$ cat config.mk
export PLATFORM = sky130hd
export DESIGN_NAME = usr_shifter_n_flat
export DESIGN_NICKNAME = d
export VERILOG_FILES = /design/src/rtl/usr_shifter_n_if.sv /design/src/rtl/usr_shifter_n.sv /design/src/flat_wrapper.sv
export SDC_FILE = /design/constraint.sdc
export NUM_CORES = 1
export LEC_CHECK = 0
export CORE_MARGIN = 2
export CORE_UTILIZATION = 50
export DETAILED_ROUTE_END_ITERATION = 7
export GPL_ROUTABILITY_DRIVEN = 0
export PLACE_DENSITY = 0.83
export SYNTH_ARGS = -nofsm -noshare
export SYNTH_HDL_FRONTEND = slang
export SYNTH_SLANG_ARGS = --single-unit
$ cat constraint.sdc
create_clock -name clock -period 6.25 [get_ports clock]
set_input_delay 0.9375 -clock clock [delete_from_list [all_inputs] [get_ports clock]]
set_output_delay 0.9375 -clock clock [all_outputs]
set_load 0.01 [all_outputs]
$ cat src/rtl/usr_shifter_n_if.sv
// ---------------------------------------------------------------------------
// usr_shifter_n_if
// Bus bundle for the universal shift register usr_shifter_n.
//   master : drives par_in, load, mode, serin, start, shift_amt and
//            observes data_out, serout, busy, done
//   slave  : the shifter itself (the opposite directions)
// ---------------------------------------------------------------------------
interface usr_shifter_n_if #(
   parameter int N  = 64,
   parameter int CW = 7
);
   logic [N-1:0]  par_in;
   logic          load;
   logic [1:0]    mode;
   logic          serin;
   logic          start;
   logic [CW-1:0] shift_amt;
   logic [N-1:0]  data_out;
   logic          serout;
   logic          busy;
   logic          done;

   modport master (
      output par_in, load, mode, serin, start, shift_amt,
      input  data_out, serout, busy, done
   );

   modport slave (
      input  par_in, load, mode, serin, start, shift_amt,
      output data_out, serout, busy, done
   );
endinterface

$ cat src/rtl/usr_shifter_n.sv
// ---------------------------------------------------------------------------
// usr_shifter_n
// Parametrised universal shift register: parallel load, logical shift
// left/right with serial fill, rotate left/right. A start/busy/done
// sequencer applies a multi-bit shift count one position per clock.
// Ports:
//   clock : rising-edge clock
//   reset : asynchronous, active-high; clears all state
//   sh    : usr_shifter_n_if.slave bundle
//             par_in/load        parallel load (highest priority)
//             mode               00 srl, 01 sll, 10 ror, 11 rol
//             serin              fill bit for logical shifts
//             start/shift_amt    launch a shift of shift_amt steps
//             data_out/serout    register contents / last bit shifted out
//             busy/done          SHIFT in progress / completion pulse
// ---------------------------------------------------------------------------
module usr_shifter_n #(
   parameter int N  = 64,
   parameter int CW = 7
) (
   input  logic            clock,
   input  logic            reset,
   usr_shifter_n_if.slave  sh
);

   typedef enum logic [1:0] {
      ST_IDLE  = 2'd0,
      ST_SHIFT = 2'd1,
      ST_DONE  = 2'd2
   } state_t;

   state_t        state_q,  state_d;
   logic [N-1:0]  data_q,   data_d;
   logic          serout_q, serout_d;
   logic          busy_q,   busy_d;
   logic          done_q,   done_d;
   logic [CW-1:0] cnt_q,    cnt_d;
   logic [1:0]    mode_q,   mode_d;

   // One shift/rotate step; result is {bit shifted out, new register value}.
   function automatic logic [N:0] shift_step(
      input logic [N-1:0] d,
      input logic [1:0]   m,
      input logic         si
   );
      case (m)
         2'b00:   shift_step = {d[0],   si,       d[N-1:1]};
         2'b01:   shift_step = {d[N-1], d[N-2:0], si};
         2'b10:   shift_step = {d[0],   d[0],     d[N-1:1]};
         default: shift_step = {d[N-1], d[N-2:0], d[N-1]};
      endcase
   endfunction

   logic [N:0] step_res;

   always_comb begin
      state_d  = state_q;
      data_d   = data_q;
      serout_d = serout_q;
      busy_d   = busy_q;
      done_d   = 1'b0;
      cnt_d    = cnt_q;
      mode_d   = mode_q;
      step_res = shift_step(data_q, mode_q, sh.serin);

      if (sh.load) begin
         // Load aborts any operation in flight and suppresses its done pulse.
         data_d  = sh.par_in;
         state_d = ST_IDLE;
         busy_d  = 1'b0;
      end else begin
         case (state_q)
            ST_IDLE: begin
               if (sh.start) begin
                  mode_d = sh.mode;
                  cnt_d  = sh.shift_amt;
                  if (sh.shift_amt != '0) begin
                     state_d = ST_SHIFT;
                     busy_d  = 1'b1;
                  end else begin
                     state_d = ST_DONE;
                  end
               end
            end
            ST_SHIFT: begin
               data_d   = step_res[N-1:0];
               serout_d = step_res[N];
               cnt_d    = cnt_q - CW'(1);
               if (cnt_q == CW'(1)) begin
                  state_d = ST_DONE;
                  busy_d  = 1'b0;
                  done_d  = 1'b1;
               end
            end
            ST_DONE: begin
               // A shifted op pulsed done on entry; a zero-count op reaches
               // DONE with done low and pulses it on the way back to IDLE.
               state_d = ST_IDLE;
               done_d  = ~done_q;
            end
            default: begin
               state_d = ST_IDLE;
               busy_d  = 1'b0;
            end
         endcase
      end
   end

   always_ff @(posedge clock or posedge reset) begin
      if (reset) begin
         state_q  <= ST_IDLE;
         data_q   <= '0;
         serout_q <= 1'b0;
         busy_q   <= 1'b0;
         done_q   <= 1'b0;
         cnt_q    <= '0;
         mode_q   <= 2'b00;
      end else begin
         state_q  <= state_d;
         data_q   <= data_d;
         serout_q <= serout_d;
         busy_q   <= busy_d;
         done_q   <= done_d;
         cnt_q    <= cnt_d;
         mode_q   <= mode_d;
      end
   end

   assign sh.data_out = data_q;
   assign sh.serout   = serout_q;
   assign sh.busy     = busy_q;
   assign sh.done     = done_q;

endmodule

$ cat src/flat_wrapper.sv
// flat-port wrapper written by rule: the top's interface ports become plain ports
module usr_shifter_n_flat 
#(
   parameter int N  = 64,
   parameter int CW = 7
)
  (clock, reset, sh_par_in, sh_load, sh_mode, sh_serin, sh_start, sh_shift_amt, sh_data_out, sh_serout, sh_busy, sh_done);
  usr_shifter_n_if #(.N(N), .CW(CW)) sh_i ();
  input  logic clock;
  input  logic reset;
  input wire logic [$bits(sh_i.par_in)-1:0] sh_par_in;
  input wire logic [$bits(sh_i.load)-1:0] sh_load;
  input wire logic [$bits(sh_i.mode)-1:0] sh_mode;
  input wire logic [$bits(sh_i.serin)-1:0] sh_serin;
  input wire logic [$bits(sh_i.start)-1:0] sh_start;
  input wire logic [$bits(sh_i.shift_amt)-1:0] sh_shift_amt;
  output wire logic [$bits(sh_i.data_out)-1:0] sh_data_out;
  output wire logic [$bits(sh_i.serout)-1:0] sh_serout;
  output wire logic [$bits(sh_i.busy)-1:0] sh_busy;
  output wire logic [$bits(sh_i.done)-1:0] sh_done;
  assign sh_i.par_in = sh_par_in;
  assign sh_i.load = sh_load;
  assign sh_i.mode = sh_mode;
  assign sh_i.serin = sh_serin;
  assign sh_i.start = sh_start;
  assign sh_i.shift_amt = sh_shift_amt;
  assign sh_data_out = sh_i.data_out;
  assign sh_serout = sh_i.serout;
  assign sh_busy = sh_i.busy;
  assign sh_done = sh_i.done;
  usr_shifter_n #(.N(N), .CW(CW)) u_core (.clock(clock), .reset(reset), .sh(sh_i));
endmodule
==> summary.md <==
| Metric | Value |
|---|---|
| Sequential area share after synthesis | `44.1%` |
| CP max FO | `81` |
| Layout Nets | `717` |
| Layout Cells excl Fill | `747` |
| Clock Sink Count | `78` |
| Pwr per Cell Area | `300 mW/mm^2` |
| Syn_nets | `599` |
| Clk_lat worst skew | `350 ps` |
| Least-Margin Pin Slew | `1120 ps` |
| Pre-antenna DRT Iters | `5` |
| Worst-path clk slew | `80 ps` |
| Die W | `98.1 um` |
| Hold depth | `2` |
| Status | `completed` |
| Initial core utilization | `51.2%` |
| Kind of critical path | `flop to flop` |
| Most common cell after layout, fill and taps aside | `clkdlybuf4s50_1` |
| Initial antenna violation count | `0` |
| Detailed placement HPWL | `7830 um` |
| Io pins | `145` |
| Post-CTS Hold Buffers | `0` |
| # rows | `34` |
| Mean Syn Cell Area | `8.58 sq um` |
| First-pass GRT wire length | `19100 um` |
| Yosys top cell area share | `44.1%` |
| Fin crit period | `3090 ps` |
| Gate Count Post-Synth | `516` |
| RSZ-0062 raised after global routing | `no` |
| Mapped cell area | `0.00443 sq mm` |
| Remaining antenna violation count | `0` |
| Total grt overflow | `0` |
| Path depth of the worst reg2reg path | `6` |
| Inst Count DP | `731` |
| Post-synth EDFFs | `0` |
| Iter 0 DRT Violations | `284` |
| Distinct cells, synth | `34` |
| Vias per cell | `5.55` |
| Maximum VDD drop | `174 uV` |
| # port buffers | `144` |
| Crit share post-route | `49.5%` |
| Setup-failing EPs final | `0` |
| Via Count | `4149` |
| FF+latch count, synth | `78` |
| Clk_skew | `6.97 ps` |
| Final hold vios | `0` |
| Setup TNS Final | `0 ps` |
| Most frequent cells in the layout | `143 x clkdlybuf4s50_1, 77 x dfrtp_1, 73 x nand2_1` |
| Critical Path Start Type | `flop` |
| Largest net degree at the start of global routing | `110` |
| H-tree depth | `3` |
| Clk buf depth | `2` |
| Count of final max-slew check failures | `0` |
| Core area | `0.00864 sq mm` |
| Share of post-route cells with drive strength above 1 | `4.85%` |
| Hold Slack | `520 ps` |
| Total Die Area | `0.00962 sq mm` |
| Total GRT Usage | `24.1%` |
| Fmax | `323 MHz` |
| Largest area contributor in the netlist | `dfrtp_1` |
| CTS tree | `done` |
| Worst hold path type | `flop to flop` |
| Number of max-cap violations | `0` |
| Wire per inst | `15.6 um` |
| Yosys synthesis warning count | `0` |
| Root Buffer | `clkbuf_8` |
| Crit. End Element | `flop` |
| Slew margin rel. | `25.6%` |
| Fillers | `674` |
| Vias in the first global route | `3998` |
| Drt total wl | `11600 um` |
| Worst setup margin | `3160 ps` |
| Ranking of synthesized cells by area | `dfrtp_1 44%, mux2i_1 15%, a21oi_1 8.1%, o21ai_0 8.1%, nand2_1 6.2%` |
| Postcts setup bufs | `0` |
| Main synth FF type | `dfrtp_1` |
| Pleak | `2.62 nW` |
| DRC violations left | `0` |
| Diode count | `0` |
| Placement Setup Slack | `3250 ps` |
| CP required | `6440 ps` |
| Cts repair resizes | `0` |
| Num CTS Buffers | `9` |
| Synth async-reset ratio | `100%` |
| Area Growth Syn to Fin | `38.4%` |
| Arrival @ worst endpoint | `3280 ps` |
| Height of the chip | `98.1 um` |
-- critical path: stages (launching register included) --
cell       delay [ps]
dfrtp_1           390
inv_1              90
ha_1              640
clkinv_2          750
buf_4             580
o21a_1            280
a2bb2oi_1         130
-- synthesized netlist by cell type, types with 2 or more instances --
cell type,count
dfrtp_1,78
nand2_1,73
a21oi_1,72
o21ai_0,72
mux2i_1,66
nor2_1,65
clkbuf_1,22
buf_2,10
inv_1,8
nand3_1,6
buf_1,5
ha_1,5
nor3_1,4
a2bb2oi_1,3
buf_4,3
nand2b_1,3
a21o_1,2
mux2_2,2
o22ai_1,2
-- registers in the layout (all words and copies together), names as in the netlist --
register,count
u_core.sh.busy,1
u_core.mode_q,2
u_core.state_q,2
u_core.sh.serout,1
u_core.cnt_q,7
u_core.sh.data_out,64
u_core.sh.done,1
-- per-layer routing --
| metal | vias to the layer above | share of wire, % | wire (um) | track usage [%] |
|---|---|---|---|---|
| met2 | 128 | 50 | 5850 | 39.8 |
| met1 | 1979 | 42 | 4910 | 31.4 |
| met5 | - | 0 | 0 | 0 |
| met3 | 22 | 5.5 | 636 | 6.30 |
| li1 | 2020 | - | - | - |
| met4 | 0 | 2.0 | 233 | 7.37 |
-- layout make-up --
type / count / area [sq um] / area share [%]
Tap cell: 108 / 135 / 2.21
Inverter: 8 / 32.5 / 0.531
Multi-Input combinational cell: 390 / 2270 / 37.1
Clock buffer: 10 / 138 / 2.25
Sequential cell: 78 / 1960 / 31.9
Timing Repair Buffer: 147 / 1460 / 23.9
Clock inverter: 6 / 133 / 2.17
-- cell families after synthesis --
kind of cell	count (synthesis)	share of synthesized area, %
AND/OR/NAND/NOR	160	15.3
AO/OA/AOI/OAI	157	19.1
flip-flops	78	44.1
multiplexers	68	15.4
buffers and inverters	48	4.61
adder cells (fa/ha/maj)	5	1.41
-- power breakdown --
part	switching, mW	total, mW	internal [mW]
registers	0.160	0.750	0.590
logic	0.248	0.585	0.337
clock network	0.188	0.503	0.316
-- per-stage QoR --
stage	total power [mW]	util, %	cell area, sq um
detailed placement	1.34	67.8	5850
global route	1.94	70.9	6120
finish	1.84	70.9	6120
CTS	1.84	70.9	6120
global placement	1.32	67.8	5850
floorplan	1.09	-	4430
-- final timing paths --
kind                                    from                endpoint  slack [ps]
setup / recovery           u_core.state_q[1]         u_core.cnt_q[2]        3160
min in group asynchronous              reset  u_core.sh.data_out[15]        1220
hold / removal              u_core.sh.serout        u_core.sh.serout         520
hold reg to reg             u_core.sh.serout        u_core.sh.serout         520
setup reg to reg           u_core.state_q[1]         u_core.cnt_q[2]        3160
max in group asynchronous              reset        u_core.mode_q[0]        4290
No activity file was read; power rests on OpenSTA's default activity.
